==> config.mk <==
export PLATFORM = sky130hd
export DESIGN_NAME = dmem_arbiter
export DESIGN_NICKNAME = d
export VERILOG_FILES = /design/src/rtl/dmem_arbiter.sv
export SDC_FILE = /design/constraint.sdc
export NUM_CORES = 1
export LEC_CHECK = 0
export ABC_AREA = 1
export BUFFER_PORTS_ARGS = -buffer_cell sky130_fd_sc_hd__buf_2
export CAP_MARGIN = 5
export CORE_MARGIN = 2
export CORE_UTILIZATION = 45
export CTS_CLUSTER_DIAMETER = 30
export DETAILED_ROUTE_END_ITERATION = 8
export GPL_TIMING_DRIVEN = 0
export PLACE_DENSITY_LB_ADDON = 0.08
export SYNTH_ARGS = -nofsm -noshare
export SYNTH_HDL_FRONTEND = slang
export SYNTH_SLANG_ARGS = --single-unit
export TNS_END_PERCENT = 5
==> constraint.sdc <==
create_clock -name clk_i -period 2.97 [get_ports clk_i]
set_input_delay 0.297 -clock clk_i [delete_from_list [all_inputs] [get_ports clk_i]]
set_output_delay 0.297 -clock clk_i [all_outputs]
set_load 0.01 [all_outputs]
==> src/rtl/dmem_arbiter.sv <==
// -----------------------------------------------------------------------------
// dmem_arbiter
//   Sequences the single-port data memory and shares it between the CPU MEM
//   stage (cpu port) and an external loader/debug port (ext port). Each
//   accepted request becomes a fixed-latency access of MEM_LAT cycles,
//   followed by one DONE cycle in which the result is presented to its owner.
//
// Ports
//   clk_i, rst_i                  clock (rising edge), asynchronous active-low reset
//   cpu_req_i/we_i/addr_i/wdata_i CPU request, held stable while cpu_stall_o=1
//   cpu_rdata_o                   CPU read data, valid in the cycle cpu_stall_o falls
//   cpu_stall_o                   pipeline freeze (combinational)
//   ext_req_i/we_i/addr_i/wdata_i ext request, held until ext_gnt_o
//   ext_gnt_o                     1-cycle pulse: ext request has been latched
//   ext_rdata_o, ext_rvalid_o     ext completion pulse and read data
//   mem_en_o/we_o/addr_o/wdata_o  memory command (all registered)
//   mem_rdata_i                   memory read data, valid on MEM_LAT-th enable cycle
// -----------------------------------------------------------------------------
module dmem_arbiter #(
    parameter int DATA_W     = 32,
    parameter int ADDR_W     = 32,
    parameter int MEM_LAT    = 2,
    parameter int STARVE_MAX = 4
) (
    input  logic              clk_i,
    input  logic              rst_i,
    input  logic              cpu_req_i,
    input  logic              cpu_we_i,
    input  logic [ADDR_W-1:0] cpu_addr_i,
    input  logic [DATA_W-1:0] cpu_wdata_i,
    output logic [DATA_W-1:0] cpu_rdata_o,
    output logic              cpu_stall_o,
    input  logic              ext_req_i,
    input  logic              ext_we_i,
    input  logic [ADDR_W-1:0] ext_addr_i,
    input  logic [DATA_W-1:0] ext_wdata_i,
    output logic              ext_gnt_o,
    output logic [DATA_W-1:0] ext_rdata_o,
    output logic              ext_rvalid_o,
    output logic              mem_en_o,
    output logic              mem_we_o,
    output logic [ADDR_W-1:0] mem_addr_o,
    output logic [DATA_W-1:0] mem_wdata_o,
    input  logic [DATA_W-1:0] mem_rdata_i
);

    localparam int LAT_W = (MEM_LAT > 1) ? $clog2(MEM_LAT) : 1;
    localparam logic [LAT_W-1:0] LAT_LAST = LAT_W'(MEM_LAT - 1);
    localparam int STARVE_W = $clog2(STARVE_MAX + 1);
    localparam logic [STARVE_W-1:0] STARVE_LIMIT = STARVE_W'(STARVE_MAX);

    typedef enum logic [1:0] {
        IDLE   = 2'd0,
        ACCESS = 2'd1,
        DONE   = 2'd2
    } state_t;

    state_t              state_reg;
    logic [LAT_W-1:0]    lat_cnt_reg;
    logic [STARVE_W-1:0] starve_cnt_reg;
    logic                owner_ext_reg;
    logic                we_reg;
    logic [DATA_W-1:0]   rdata_reg;
    logic                ext_gnt_reg;
    logic                ext_rvalid_reg;
    logic                mem_en_reg;
    logic                mem_we_reg;
    logic [ADDR_W-1:0]   mem_addr_reg;
    logic [DATA_W-1:0]   mem_wdata_reg;

    // Arbitration: cpu has priority unless ext has been passed over
    // STARVE_MAX times in a row, in which case ext is forced through.
    logic              starve_full;
    logic              grant_ext;
    logic              grant_cpu;
    logic              sel_we;
    logic [ADDR_W-1:0] sel_addr;
    logic [DATA_W-1:0] sel_wdata;

    assign starve_full = (starve_cnt_reg == STARVE_LIMIT);
    assign grant_ext   = ext_req_i & (~cpu_req_i | starve_full);
    assign grant_cpu   = cpu_req_i & ~grant_ext;
    assign sel_we      = grant_ext ? ext_we_i    : cpu_we_i;
    assign sel_addr    = grant_ext ? ext_addr_i  : cpu_addr_i;
    assign sel_wdata   = grant_ext ? ext_wdata_i : cpu_wdata_i;

    always_ff @(posedge clk_i or negedge rst_i) begin
        if (!rst_i) begin
            state_reg      <= IDLE;
            lat_cnt_reg    <= '0;
            starve_cnt_reg <= '0;
            owner_ext_reg  <= 1'b0;
            we_reg         <= 1'b0;
            rdata_reg      <= '0;
            ext_gnt_reg    <= 1'b0;
            ext_rvalid_reg <= 1'b0;
            mem_en_reg     <= 1'b0;
            mem_we_reg     <= 1'b0;
            mem_addr_reg   <= '0;
            mem_wdata_reg  <= '0;
        end else begin
            // Pulse outputs default low every cycle.
            ext_gnt_reg    <= 1'b0;
            ext_rvalid_reg <= 1'b0;
            mem_we_reg     <= 1'b0;
            case (state_reg)
                IDLE: begin
                    if (grant_cpu || grant_ext) begin
                        state_reg     <= ACCESS;
                        lat_cnt_reg   <= '0;
                        owner_ext_reg <= grant_ext;
                        we_reg        <= sel_we;
                        mem_addr_reg  <= sel_addr;
                        mem_wdata_reg <= sel_wdata;
                        mem_en_reg    <= 1'b1;
                        ext_gnt_reg   <= grant_ext;
                        // A single-cycle access strobes on its first cycle.
                        if (MEM_LAT == 1) begin
                            mem_we_reg <= sel_we;
                        end
                        if (grant_ext || !ext_req_i) begin
                            starve_cnt_reg <= '0;
                        end else if (!starve_full) begin
                            starve_cnt_reg <= starve_cnt_reg + STARVE_W'(1);
                        end
                    end
                end
                ACCESS: begin
                    if (lat_cnt_reg == LAT_LAST) begin
                        state_reg      <= DONE;
                        mem_en_reg     <= 1'b0;
                        ext_rvalid_reg <= owner_ext_reg;
                        if (!we_reg) begin
                            rdata_reg <= mem_rdata_i;
                        end
                    end else begin
                        lat_cnt_reg <= lat_cnt_reg + LAT_W'(1);
                        // Registered strobe: raise it for the final access cycle only.
                        if ((lat_cnt_reg + LAT_W'(1)) == LAT_LAST) begin
                            mem_we_reg <= we_reg;
                        end
                    end
                end
                DONE: begin
                    state_reg <= IDLE;
                end
                default: begin
                    state_reg <= IDLE;
                end
            endcase
        end
    end

    // Stall drops only in the DONE cycle of a cpu-owned access.
    assign cpu_stall_o  = cpu_req_i & ~((state_reg == DONE) & ~owner_ext_reg);
    assign cpu_rdata_o  = rdata_reg;
    assign ext_rdata_o  = rdata_reg;
    assign ext_gnt_o    = ext_gnt_reg;
    assign ext_rvalid_o = ext_rvalid_reg;
    assign mem_en_o     = mem_en_reg;
    assign mem_we_o     = mem_we_reg;
    assign mem_addr_o   = mem_addr_reg;
    assign mem_wdata_o  = mem_wdata_reg;

endmodule

After elaboration in Yosys (flattened, before gate mapping) --
Cells that the tools add are included.
Cells by class: add/sub/neg operators 2, muxes and demuxes 21, eq/ne operators 6, reduce and logical (&&, ||, !) cells 11, bitwise operators 10
Operator list (count):
- $mux W32 | 2
- $mux W1 | 12
- $reduce_and A3 Y1 | 3
- $mux W3 | 2
- $reduce_and A2 Y1 | 3
- $not A1 Y1 | 5
- $and A1 B1 Y1 | 4
- $mux W2 | 2
- $ne A2 B2 Y1 const B | 2
- $pmux W1 S2 | 2
- $pmux W2 S2 | 1
- $add A3 B1 Y3 const B | 1
- $eq A3 B3 Y1 const B | 1
- $eq A2 B1 Y1 const B | 1
- $eq A2 B2 Y1 const B | 1
- $logic_not A2 Y1 | 1
- $logic_or A1 B1 Y1 | 2
- $ne A2 B1 Y1 const B | 1
- $reduce_bool A2 Y1 | 1
- $add A1 B1 Y1 const B | 1
- $logic_not A1 Y1 | 1
- $or A1 B1 Y1 | 1
Storage, ports and cells: word-level logic and storage cells 62, output and inout port bits 133, register bits 108

Longest topological paths before layout --
depth in word-level cells 8, depth in mapped cells 10, mapped depth without buffers 8

Worst setup path after synthesis --
Ideal clock, no wire load.
path kind register to register, start point reg starve_cnt_reg[0], end point reg mem_addr_reg[0], in the netlist mem_addr_o[0], setup time 0.118 ns, period minus slack after synthesis 1.417 ns, required time 2.852 ns, arrival 1.300 ns, setup slack 1.553 ns, cell stages (with the launch flop) 11, cell sequence dfrtp_1 > inv_1 > ha_1 > nand2_1 > nand2_1 > nand2_1 > buf_2 > buf_2 > nand2_1 > nand3_1 > nand2_1
On the way: cells in the longest elaborated chain, start to end 7, elaborated cells on any way between the ends 8, classes of those cells 1 x eq/ne; 1 x mux; 4 x bitwise; 2 x reduce/logical
RTL lines:
- start, declared | line 60 | logic [STARVE_W-1:0] starve_cnt_reg;
- start signal, assigned | line 124 | starve_cnt_reg <= starve_cnt_reg + STARVE_W'(1);
- $eq A3 B3 Y1 * | line 80 | assign starve_full = (starve_cnt_reg == STARVE_LIMIT);
- $or A1 B1 Y1 * | line 81 | assign grant_ext = ext_req_i & (~cpu_req_i | starve_full);
- $and A1 B1 Y1 * | line 81
- $not A1 Y1 | line 82 | assign grant_cpu = cpu_req_i & ~grant_ext;
- $and A1 B1 Y1 | line 82
- $logic_or A1 B1 Y1 | line 108 | if (grant_cpu || grant_ext) begin
- $reduce_and A2 Y1 (no line)
- end signal, assigned | line 113 | mem_addr_reg <= sel_addr;
- end, declared | line 68 | logic [ADDR_W-1:0] mem_addr_reg;
Mark *: on every way between the ends. The rest lies on a longest branch, timed or not. A chain may end at the register's enable or synchronous reset.

Worst setup path after layout --
start point reg starve_cnt_reg[0], end point reg mem_addr_reg[3], in the netlist mem_addr_o[3]
Same word-level chain as after synthesis.

==> flow_summary.toml <==
[status]
run_status = "finished with violations"
violations = "hold timing"

[power_and_ir_drop]
p_sw_share_pct = 41.34
p_int_w = 0.004225
power_w = 0.007202
powerDensity_nw_per_um2 = 946.6
p_seq_share_pct = 36.4
p_comb_share_pct = 48.4
leakage_nw = 4.871
p_sw_w = 0.002977
p_clk_share_pct = 15.1
vdd_ir_drop_max_uv = 338.7

[logic_synthesis]
avgSynthCellArea_sq_um = 7.232
synth.top_cell.area_share_pct = 48.10
synth_nets = 945
synthCells = 777
synth.area.top_cells = "dfrtp_1 48%, nand2_1 18%, nand3_1 15%"
seq_area_frac_synth_pct = 48.10
synth_cell_type_count = 15
yosysWarningCount = 0
syn_area_sq_um = 5619
ys_ff_latch = 108
yosysTopAreaCell = "dfrtp_1"

[routing]
dr.pass1.iters = 4
drtIter0Drc = 334
viasPerCell = 4.542
antenna_left = 0
wl_per_cell_um = 12.62
vias = 5718
wl_mm = 15.89
drc = 0

[flow_run]
maxCapViolCount = 0

[floorplanning]
die_w_um = 115.7
design.die.area_sq_um = 13400
die_height_um = 115.7
start_util_pct = 46.39
core-area_sq_um = 12110
ios = 299
rows = 40

[critical_path]
regToRegSetupSlack_ns = 1.16
r2r_cells = 10
endpoint_kind = "flop"
crit_fanout = 10
cp.arrival_ns = 2.04
start_kind = "flop"
critPathKind = "flop to flop"
timing.rr.start = "starve_cnt_reg[0]$_DFFE_PN0P_"
reg2reg_to = "mem_addr_o[3]$_DFFE_PN0P_"
crit_start = "starve_cnt_reg[0]$_DFFE_PN0P_"
endpoint = "mem_addr_o[3]$_DFFE_PN0P_"
required_ns = 3.20

[finish]
drive_gt1_share_pct = 33.73
nets = 1254
final_cell_mix = "317 x buf_2, 272 x nand2_1, 165 x nand3_1"
final_common_cell = "buf_2"
diodes = 0
area_delta_synth_final_pct = 35.40

[placed_design]
gp_congestion = 0.8302
port-buffer-count = 297
hpwlAfterDp_mm = 12.34

[global_route]
overflow = 0
grt_pass1_vias = 5092
grt_pass1_wl_mm = 24.74
grt_max_degree = 60
grt_util_all_layers_pct = 23.28
antenna_found_initial = 0

[sta]
max_freq_ghz = 0.5512
setup-violations-final = 0
rsz0062_at_grt = "no"
period_share_pct = 61.09
clock_skew_ns = 0.01173
hold_viol_final = 7
worstMarginPinSlew_ns = 0.6694
drv_slew = 0
finalCriticalPeriod_ns = 1.814
finalSetupTns_ns = 0
max_slew_margin_pct = 55.37
fin_hold_ws_ns = -0.01319

[clock_network]
clkLatencyLatePin_ns = 0.34
cts-root-buf = "clkbuf_16"
cts_hold_buffers = 0
cts_buffers = 9
post_cts_buffers = 0
cts_resized = 0
clk_pin_slew_ns = 0.07
h-tree-depth = 3
clock-sinks = 108
cts_tree = "done"
cts_buffer_depth = 2

[hold_path]
hp-class = "input port to asynchronous set/reset pin"
power groups by stage:
stage	clock, W	combinational (W)	sequential (W)
global placement	0	0.00348	0.00263
floorplan	0	0.00176	0.00292
detailed placement	0	0.00354	0.00263
CTS	0.00111	0.00354	0.00262
global route	0.00117	0.00394	0.00271
finish	0.00109	0.00349	0.00262
critical path: stages, from the launching register on:
cell and delay (ns):
dfrtp_1 0.38, inv_1 0.08, ha_1 0.19, nand2_1 0.05
nand2_1 0.11, nand2_1 0.17, buf_2 0.26, buf_2 0.26
nand2_1 0.09, nand3_1 0.07, nand2_1 0.05
synth_stat cells:
cell and count:
nand2_1 272, dfrtp_1 108, inv_2 1, nand3_1 165, o31ai_1 1, ha_1 2, o21ai_4 1, nor2_1 7
buf_2 21, buf_1 4, xor2_1 1, o21ai_0 5, inv_1 137, buf_4 34, clkbuf_1 18
worst min-delay path by stage:
stage                               from                         end  slack, ns  depth (start not counted)
4_1_cts                            rst_i  mem_addr_o[26]$_DFFE_PN0P_      0.008                          1
3_5_place_dp                       rst_i  mem_addr_o[26]$_DFFE_PN0P_       0.37                          1
6_report                           rst_i  mem_addr_o[26]$_DFFE_PN0P_      -0.01                          1
3_3_place_gp   mem_addr_o[6]$_DFFE_PN0P_   mem_addr_o[6]$_DFFE_PN0P_       0.46                          2
2_1_floorplan                      rst_i  cpu_rdata_o[0]$_DFFE_PN0P_      0.001                          0
5_1_grt                            rst_i  mem_addr_o[26]$_DFFE_PN0P_       0.03                          1
area by class of cell:
cell class                      instances  area (sq um)
Timing Repair Buffer                  298          1516
Fill cell                            1177          4503
Tap cell                              168         210.2
Clock buffer                           12         236.5
Inverter                              138         518.0
Buffer                                 77         442.9
Sequential cell                       108          2703
Clock inverter                          4         26.28
Multi-Input combinational cell        454          1956
metal layers:
layer / track usage (%) / share of wire [%] / vias to the layer above
met5: 0 / 0 / -
met4: 7.222 / 1.8 / 0
met3: 4.289 / 6.5 / 20
met2: 40.78 / 50 / 192
met1: 29.31 / 42 / 2572
li1: - / - / 2934
kinds of logic (layout without fill, tap and decap cells):
group                    after synthesis  after routing  synth area share (%)
AND/OR/NAND/NOR                      444            444                 33.33
buffers and inverters                215            529                 17.10
flip-flops                           108            108                 48.10
AO/OA/AOI/OAI                          7              7                0.8685
adder cells (fa/ha/maj)                2              2                0.4453
XOR/XNOR                               1              1                0.1559
per-stage QoR:
step	instances	util, %	area (sq um)	hold WS (ns)	setup slack, ns
floorplan	777	-	5619	0.001409	1.553
finish	1259	62.82	7609	-0.01319	1.156
global route	1259	62.82	7609	0.03424	0.9483
CTS	1259	62.82	7609	0.008213	1.128
global placement	1242	60.40	7316	0.4579	0.3029
detailed placement	1243	60.65	7346	0.3729	1.160
(Power assumes the default switching activity.)
